<file path="src/rtl/hynoc_local_egress_reader.sv">
// Local-side reader for the HyNoC egress FIFO: splits header/payload, streams payload with last marker.
// Optional statistics counters are enabled by defining HYNOC_EGRESS_READER_STATS_EN.
module hynoc_local_egress_reader #(
  parameter int unsigned FLIT_WIDTH       = 33,
  parameter int unsigned LOG2_FIFO_DEPTH  = 5,
  parameter int unsigned LOG2_MAX_PAYLOAD = 8
) (
  input  logic                       local_clk,
  input  logic                       local_arst_n,
  output logic                       egress_read,
  input  logic [FLIT_WIDTH-1:0]      egress_data,
  input  logic                       egress_empty,
  input  logic [LOG2_FIFO_DEPTH:0]   egress_fifo_level,
  output logic                       hdr_valid,
  output logic [FLIT_WIDTH-2:0]      hdr_data,
  output logic                       out_valid,
  input  logic                       out_ready,
  output logic [FLIT_WIDTH-2:0]      out_data,
  output logic                       out_last,
  output logic                       err_overlong
`ifdef HYNOC_EGRESS_READER_STATS_EN
  ,
  output logic [31:0]                stat_pkt_count,
  output logic [31:0]                stat_drop_count
`endif
);

  localparam int unsigned DATA_W      = FLIT_WIDTH - 1;
  localparam int unsigned CNT_W       = LOG2_MAX_PAYLOAD + 1;
  localparam int unsigned MAX_PAYLOAD = 2 ** LOG2_MAX_PAYLOAD;

  typedef enum logic [1:0] {
    ST_HDR     = 2'd0,
    ST_PAYLOAD = 2'd1,
    ST_DROP    = 2'd2
  } state_t;

  state_t              r_state;
  state_t              w_state_nxt;

  logic                r_rst_done;
  logic                r_hdr_valid;
  logic [DATA_W-1:0]   r_hdr_data;
  logic                r_out_valid;
  logic [DATA_W-1:0]   r_out_data;
  logic                r_out_last;
  logic                r_err_overlong;
  logic [CNT_W-1:0]    r_count;

  logic                w_hdr_valid_nxt;
  logic [DATA_W-1:0]   w_hdr_data_nxt;
  logic                w_out_valid_nxt;
  logic [DATA_W-1:0]   w_out_data_nxt;
  logic                w_out_last_nxt;
  logic                w_err_nxt;
  logic [CNT_W-1:0]    w_count_nxt;
  logic [CNT_W-1:0]    w_count_inc;
  logic                w_drop;

  logic                w_pop_allowed;
  logic                w_pop;
  logic                w_flit_last;
  logic [DATA_W-1:0]   w_flit_data;
  logic                w_unused_level;

  // Occupancy is informational only; flow control relies on egress_empty.
  assign w_unused_level = ^egress_fifo_level;

  assign w_flit_last = egress_data[FLIT_WIDTH-1];
  assign w_flit_data = egress_data[FLIT_WIDTH-2:0];
  assign w_count_inc = r_count + CNT_W'(1);

  // Payload pops wait for the output slot; header and drop pops never stall.
  assign w_pop_allowed = (r_state == ST_PAYLOAD) ? (~r_out_valid | out_ready) : 1'b1;
  // r_rst_done keeps the FIFO untouched while reset is asserted.
  assign w_pop         = r_rst_done & ~egress_empty & w_pop_allowed;
  assign egress_read   = w_pop;

  always_ff @(posedge local_clk or negedge local_arst_n) begin
    if (!local_arst_n) begin
      r_state        <= ST_HDR;
      r_rst_done     <= 1'b0;
      r_hdr_valid    <= 1'b0;
      r_hdr_data     <= '0;
      r_out_valid    <= 1'b0;
      r_out_data     <= '0;
      r_out_last     <= 1'b0;
      r_err_overlong <= 1'b0;
      r_count        <= '0;
    end else begin
      r_state        <= w_state_nxt;
      r_rst_done     <= 1'b1;
      r_hdr_valid    <= w_hdr_valid_nxt;
      r_hdr_data     <= w_hdr_data_nxt;
      r_out_valid    <= w_out_valid_nxt;
      r_out_data     <= w_out_data_nxt;
      r_out_last     <= w_out_last_nxt;
      r_err_overlong <= w_err_nxt;
      r_count        <= w_count_nxt;
    end
  end

  always_comb begin
    w_state_nxt     = r_state;
    w_hdr_valid_nxt = 1'b0;
    w_hdr_data_nxt  = r_hdr_data;
    w_out_valid_nxt = r_out_valid & ~out_ready;
    w_out_data_nxt  = r_out_data;
    w_out_last_nxt  = r_out_last;
    w_err_nxt       = 1'b0;
    w_count_nxt     = r_count;
    w_drop          = 1'b0;

    case (r_state)
      ST_HDR: begin
        if (w_pop) begin
          w_hdr_valid_nxt = 1'b1;
          w_hdr_data_nxt  = w_flit_data;
          if (!w_flit_last) begin
            w_state_nxt = ST_PAYLOAD;
            w_count_nxt = '0;
          end
        end
      end
      ST_PAYLOAD: begin
        if (w_pop) begin
          w_count_nxt     = w_count_inc;
          w_out_valid_nxt = 1'b1;
          w_out_data_nxt  = w_flit_data;
          w_out_last_nxt  = w_flit_last;
          if (w_flit_last) begin
            w_state_nxt = ST_HDR;
          end else if (w_count_inc == CNT_W'(MAX_PAYLOAD)) begin
            // Truncate: close the packet here and swallow the rest.
            w_out_last_nxt = 1'b1;
            w_err_nxt      = 1'b1;
            w_state_nxt    = ST_DROP;
          end
        end
      end
      ST_DROP: begin
        if (w_pop) begin
          w_drop = 1'b1;
          if (w_flit_last) begin
            w_state_nxt = ST_HDR;
          end
        end
      end
      default: begin
        w_state_nxt = ST_HDR;
      end
    endcase
  end

  assign hdr_valid    = r_hdr_valid;
  assign hdr_data     = r_hdr_data;
  assign out_valid    = r_out_valid;
  assign out_data     = r_out_data;
  assign out_last     = r_out_last;
  assign err_overlong = r_err_overlong;

`ifdef HYNOC_EGRESS_READER_STATS_EN
  logic [31:0] r_stat_pkt;
  logic [31:0] r_stat_drop;

  // Free-running wrap-around counters of headers seen and flits discarded.
  always_ff @(posedge local_clk or negedge local_arst_n) begin
    if (!local_arst_n) begin
      r_stat_pkt  <= '0;
      r_stat_drop <= '0;
    end else begin
      if (r_hdr_valid) begin
        r_stat_pkt <= r_stat_pkt + 32'd1;
      end
      if (w_drop) begin
        r_stat_drop <= r_stat_drop + 32'd1;
      end
    end
  end

  assign stat_pkt_count  = r_stat_pkt;
  assign stat_drop_count = r_stat_drop;
`endif

endmodule

</file>
<file path="config.mk">
export PLATFORM = sky130hd
export DESIGN_NAME = hynoc_local_egress_reader
export DESIGN_NICKNAME = d
export VERILOG_FILES = /design/src/rtl/hynoc_local_egress_reader.sv
export SDC_FILE = /design/constraint.sdc
export NUM_CORES = 1
export LEC_CHECK = 0
export CAP_MARGIN = 20
export CORE_AREA = 2 2 84 86
export CTS_BUF_LIST = sky130_fd_sc_hd__clkbuf_2 sky130_fd_sc_hd__clkbuf_4 sky130_fd_sc_hd__clkbuf_8
export DETAILED_ROUTE_END_ITERATION = 6
export DIE_AREA = 0 0 86 88
export PLACE_DENSITY_LB_ADDON = 0.1
export SETUP_SLACK_MARGIN = 0.1
export SYNTH_ARGS = -nofsm -noshare
export SYNTH_HDL_FRONTEND = slang
export SYNTH_SLANG_ARGS = --single-unit
</file>
<file path="constraint.sdc">
create_clock -name local_clk -period 3.35 [get_ports local_clk]
set_input_delay 0.67 -clock local_clk [delete_from_list [all_inputs] [get_ports local_clk]]
set_output_delay 0.67 -clock local_clk [all_outputs]
set_load 0.05 [all_outputs]
</file>
==> run summary, run 1 <==
Outcome = finished clean
P_int = 2.498 mW
Yosys reg bits = 80
Non-filler cells, final = 488
Crit Path Category = input port to output port
Tot Pwr = 4.408 mW
Final setup violation count = 0
Clk_lat worst skew = 0.35 ns
Relative slew slack = 0.4853
Clock Power Share = 0.191
Seq pwr share = 0.328
Nets = 449
Mux share of post-synthesis cell area = 0.1113
Max_cap viols = 0
Synth Instances = 296
Crit start category = input port
XOR/XNOR share of the synthesized area = 0.008118
Vias per cell = 5.037
Number of global-route vias before repair = 2479
Dominant cell type by area after synthesis = dfrtp_1
Power density cells = 953.3 mW/mm²
Seq/Total Area, Yosys = 0.6185
Antenna Nets Post-Route = 0
Most common cell in the netlist = nand2_1
Clock transition at path regs = 0.08 ns
Cts bufs inserted = 9
Synthesized area per cell = 10.94 µm²
Critical path data arrival time = 1.88 ns
Area Growth Syn to Fin = 42.87%
ANT cells = 0
Top FF cell, synth = dfrtp_1
Critical Path RT = 2.68 ns
Drt wl/cell = 14.84 µm
Total Routing Usage GR = 0.2066
Net switching power = 1.911 mW
Final setup TNS = 0 ns
I/O pins = 112
Initial Utilization = 0.4872
Row count = 30
Die Footprint = 0.007568 mm²
Final Skew = 0.009415 ns
Synth Area in Adders = 0.007731
Die width = 86 µm
Starting DRC count in detailed routing = 132
Total wire length = 7.244 mm
Tightest Pin Transition = 0.7712 ns
Leakage = 2.102 nW
Critical Path Fanout Max = 4
Crit end category = output port
Largest net degree at the start of global routing = 81
Post-CTS resize count = 0
Share of cells above drive strength 1 = 0.1422
Core area = 0.006644 mm²
Pre-CTS setup slack = 0.6918 ns
Synth area leaders = dfrtp_1 (62%), nand2_1 (12%), mux2_2 (11%)
# Post-CTS Setup Buffers = 0
Simple-gate share of the synthesized area = 0.1836
Achievable frequency = 392.3 MHz
Final Max Slew Viols = 0
TritonRoute pass-1 iters = 4
Post-Synthesis Net Count = 341
Vias = 2458
Gate power share = 0.482
Synth Warn # = 0
Clock sinks = 80
Final period utilization = 0.7610
Residual DRC count = 0
GRT overflow = 0
Compound-Gate Fraction of Synth Area = 0.04871
Final hold vios = 0
Dpl cells = 472
Worst hold slack = 0.2177 ns
H-tree levels = 3
Post-synth cell types = 33
Ys async rst share = 1.000
Clk root buf = clkbuf_8
Setup WS post-layout = 0.8007 ns
Final min period = 2.549 ns
Height of the die = 88 µm
Post-synth EDFFs = 0
Top cells by instance count after synthesis = nand2_1 (105), dfrtp_1 (80), mux2_2 (32)
First-pass GRT wire length = 11.87 mm
Mapped Area = 0.003237 mm²
Final HPWL DP = 4.772 mm
Hold crit path type = input port to async pin
Number of buffers added on ports = 105
Clk buf depth = 2
Peak VDD IR = 0.0005576 V
Net Sw Frac = 0.4335
RSZ-0062 raised after global routing = no
Post-synth top area share = 0.6185
Initial antenna violation count = 0
CTS tree = yes
Hold buffers post-CTS = 0
Main combinational cell family by area after synthesis = simple AND/OR/NAND/NOR gates
Routability Congestion = 0.7264
-- cell usage in the layout, fill, tap and decap left out, types with 2 or more instances in the layout --
cell | Yosys | layout
buf_4 | 0 | 5
nand3_1 | 5 | 4
nor2b_1 | 2 | 2
xnor2_1 | 2 | 2
o31ai_1 | 3 | 3
clkdlybuf4s50_1 | 0 | 103
clkbuf_8 | 0 | 9
or3_1 | 2 | 2
dfrtp_1 | 80 | 80
ha_1 | 2 | 2
and3_1 | 4 | 4
nand4_1 | 3 | 3
inv_1 | 2 | 2
bufinv_16 | 0 | 3
nand2_1 | 105 | 105
nand3_2 | 1 | 2
o21ai_0 | 13 | 13
nor2_1 | 11 | 10
nand2b_1 | 3 | 3
mux2_2 | 32 | 32
-- final timing paths --
kind,start,depth (start not counted),slack [ns],endpoint
worst max-delay path,out_ready,5,0.80,egress_read
worst min-delay path,local_arst_n,1,0.22,out_valid
worst max register to register,r_state[0],5,1.36,out_data[20]
worst min register to register,out_data[0],2,0.48,out_data[0]
max in group asynchronous,local_arst_n,2,2.55,hdr_data[27]
min in group local_clk,out_data[0],2,0.48,out_data[0]
-- worst max-delay path, stage by stage --
cell             delay (ns)
clkdlybuf4s50_1        0.38
nand2b_1               0.20
o21ai_1                0.34
inv_1                  0.08
buf_4                  0.20
-- area by class of cell --
cell class / instances / area, µm²
clock buffers: 10 / 131.4
clock inverters: 5 / 106.4
fillers: 514 / 2019
inverters: 2 / 7.507
multi-input cells: 202 / 1181
flip-flops and latches: 80 / 2002
well taps: 80 / 100.1
repair buffers: 109 / 1096
-- kinds of logic (layout without fill, tap and decap cells) --
kind of cell,after synthesis,after routing
simple gates,141,141
buf+inv,14,126
fa+ha+maj,2,2
xor+xnor,3,3
mux,32,32
flops,80,80
other cells,1,1
compound gates,23,23
-- power groups by stage --
stage | clock [mW] | combinational, mW | sequential, mW
6_report | 0.842 | 2.12 | 1.44
3_3_place_gp | 0 | 2.11 | 1.45
5_1_grt | 0.905 | 2.22 | 1.49
4_1_cts | 0.860 | 2.14 | 1.45
3_5_place_dp | 0 | 2.13 | 1.47
2_1_floorplan | 0 | 0.345 | 2.48
-- layer usage --
metal / routed length, µm / vias up / part of all wire / track usage
li1: - / 1192 / - / -
met3: 548 / 16 / 0.076 / 0.07540
met2: 3558 / 75 / 0.49 / 0.3270
met1: 2975 / 1175 / 0.41 / 0.2497
met4: 162 / 0 / 0.022 / 0.1068
met5: 0 / - / 0 / 0
-- metrics by stage --
stage	cell area [µm²]	utilization
after floorplan	3237	-
after detailed placement	4359	0.6561
after CTS	4597	0.6919
final	4624	0.6960
after global placement	4359	0.6561
after global routing	4624	0.6960
-- flip-flops by register name, indices dropped and copies added, names as in the netlist --
signal        flops
out_valid         1
out_last          1
out_data         32
r_rst_done        1
r_state           2
r_count           9
hdr_valid         1
hdr_data         32
err_overlong      1
Power figures use the tool's default switching activity.
==> run 2, diff against run 1 <==
- CORE_AREA: 2 2 84 86 -> 2 2 86 88
- DIE_AREA: 0 0 86 88 -> 0 0 88 90
- clock period: 3.35 -> 2.6 ns (I/O delays scaled with it)
==> run 2 against run 1 <==
  * Utilization down 3.4 points
  * Worst setup slack worse by 0.47 ns
  * Routed wire length grew 0.58%
  * Worst hold slack worse by 0.067 ns
  * Clock power rose by 19%
  * Via count shrank 0.73%
  * Die area is 4.7% higher
  * Cell area rose by 0.51%
  * Critical path type unchanged
  * Largest cell class unchanged
==> run summary, run 2 (synthesized netlist as in run 1, its figures left out) <==
Crit Path Category = input port to output port
Tightest Pin Transition = 0.5503 ns
Clk buf depth = 2
Leakage = 2.106 nW
Routability Congestion = 0.8015
Critical path data arrival time = 1.75 ns
Critical Path Fanout Max = 4
Final period utilization = 0.8733
Clk_lat worst skew = 0.34 ns
Pre-CTS setup slack = 0.3320 ns
Final Skew = 0.01028 ns
Critical Path RT = 2.08 ns
Final hold vios = 0
Share of cells above drive strength 1 = 0.1463
Starting DRC count in detailed routing = 134
Total area of sequential cells = 0.002002 mm²
Die width = 88 µm
Final min period = 2.270 ns
Commonest cells after routing, fill and taps aside = nand2_1 (105), clkdlybuf4s50_1 (103), dfrtp_1 (80), mux2_2 (32), o21ai_0 (13)
Clk root buf = clkbuf_8
# Post-CTS Setup Buffers = 0
Setup WS post-layout = 0.3295 ns
Post-CTS resize count = 0
Tot Pwr = 5.601 mW
CTS tree = yes
H-tree levels = 3
GRT overflow = 0
Area Growth Syn to Fin = 43.60%
Crit start category = input port
Initial antenna violation count = 0
Nets = 451
Row count = 31
R2R Path Start = r_count[1]
Vias per cell = 4.794
Peak VDD IR = 0.0007018 V
Outcome = finished clean
Most common cell after layout, fill and taps aside = nand2_1
Fillers = 555
RSZ-0062 raised after global routing = no
Final HPWL DP = 4.962 mm
Final Max Slew Viols = 0
Cts bufs inserted = 9
Drt wl/cell = 14.31 µm
Max_cap viols = 0
Final setup TNS = 0 ns
ANT cells = 0
Clock transition at path regs = 0.08 ns
Total wire length = 7.286 mm
First-pass GRT wire length = 12.21 mm
Initial Utilization = 0.4611
CP Launch Point = out_ready
Power density cells = 1205 mW/mm²
Die Footprint = 0.007920 mm²
Util after Layout = 0.6621
Vias = 2440
Worst hold slack = 0.1505 ns
TritonRoute pass-1 iters = 5
Relative slew slack = 0.6320
Clock sinks = 80
Antenna Nets Post-Route = 0
Largest net degree at the start of global routing = 42
Height of the die = 90 µm
DP Area = 0.004436 mm²
Number of buffers added on ports = 105
Hold buffers post-CTS = 0
Achievable frequency = 440.4 MHz
Dpl cells = 494
Non-filler cells, final = 509
Number of global-route vias before repair = 2543
Total Routing Usage GR = 0.1993
Area of the multi-input gates = 0.001186 mm²
Crit end category = output port
Final setup violation count = 0
Hold crit path type = input port to async pin
Residual DRC count = 0
Final Instance Area = 0.004648 mm²
Core area = 0.007020 mm²
I/O pins = 112
[run 2: layer usage]
layer  wire length [µm]  track usage
met1               3066       0.2420
met3                564      0.07163
met2               3521       0.3194
met4                133      0.08077
met5                  0            0
[run 2: where the power goes]
part | internal, mW | leakage (nW) | switching (mW) | total (mW)
Sequential | 1.64 | 0.986 | 0.222 | 1.86
Combinational | 0.941 | 1.01 | 1.80 | 2.74
Clock | 0.548 | 0.106 | 0.450 | 0.998
Total | 3.13 | 2.11 | 2.47 | 5.60
[run 2: area by class of cell]
class | count | share of cell area
Clock buffer | 10 | 0.02826
Clock inverter | 5 | 0.01750
Inverter | 2 | 0.001615
Multi-Input combinational cell | 202 | 0.2552
Sequential cell | 80 | 0.4307
Tap cell | 99 | 0.02665
Timing Repair Buffer | 111 | 0.2401
[run 2: path summary, 6_finish.rpt]
check,to,slack (ns),cells past startpoint
max,egress_read,0.33,5
min,out_last,0.15,1
max reg2reg,r_state[0],0.73,6
min reg2reg,out_data[22],0.48,2
max in group asynchronous,hdr_data[0],1.85,2
min in group local_clk,out_data[22],0.48,2
[run 2: critical path, cell delays in order]
cell and delay (ns):
clkdlybuf4s50_1 0.39, nand2b_1 0.18, o21ai_1 0.36, inv_1 0.09
buf_4 0.20
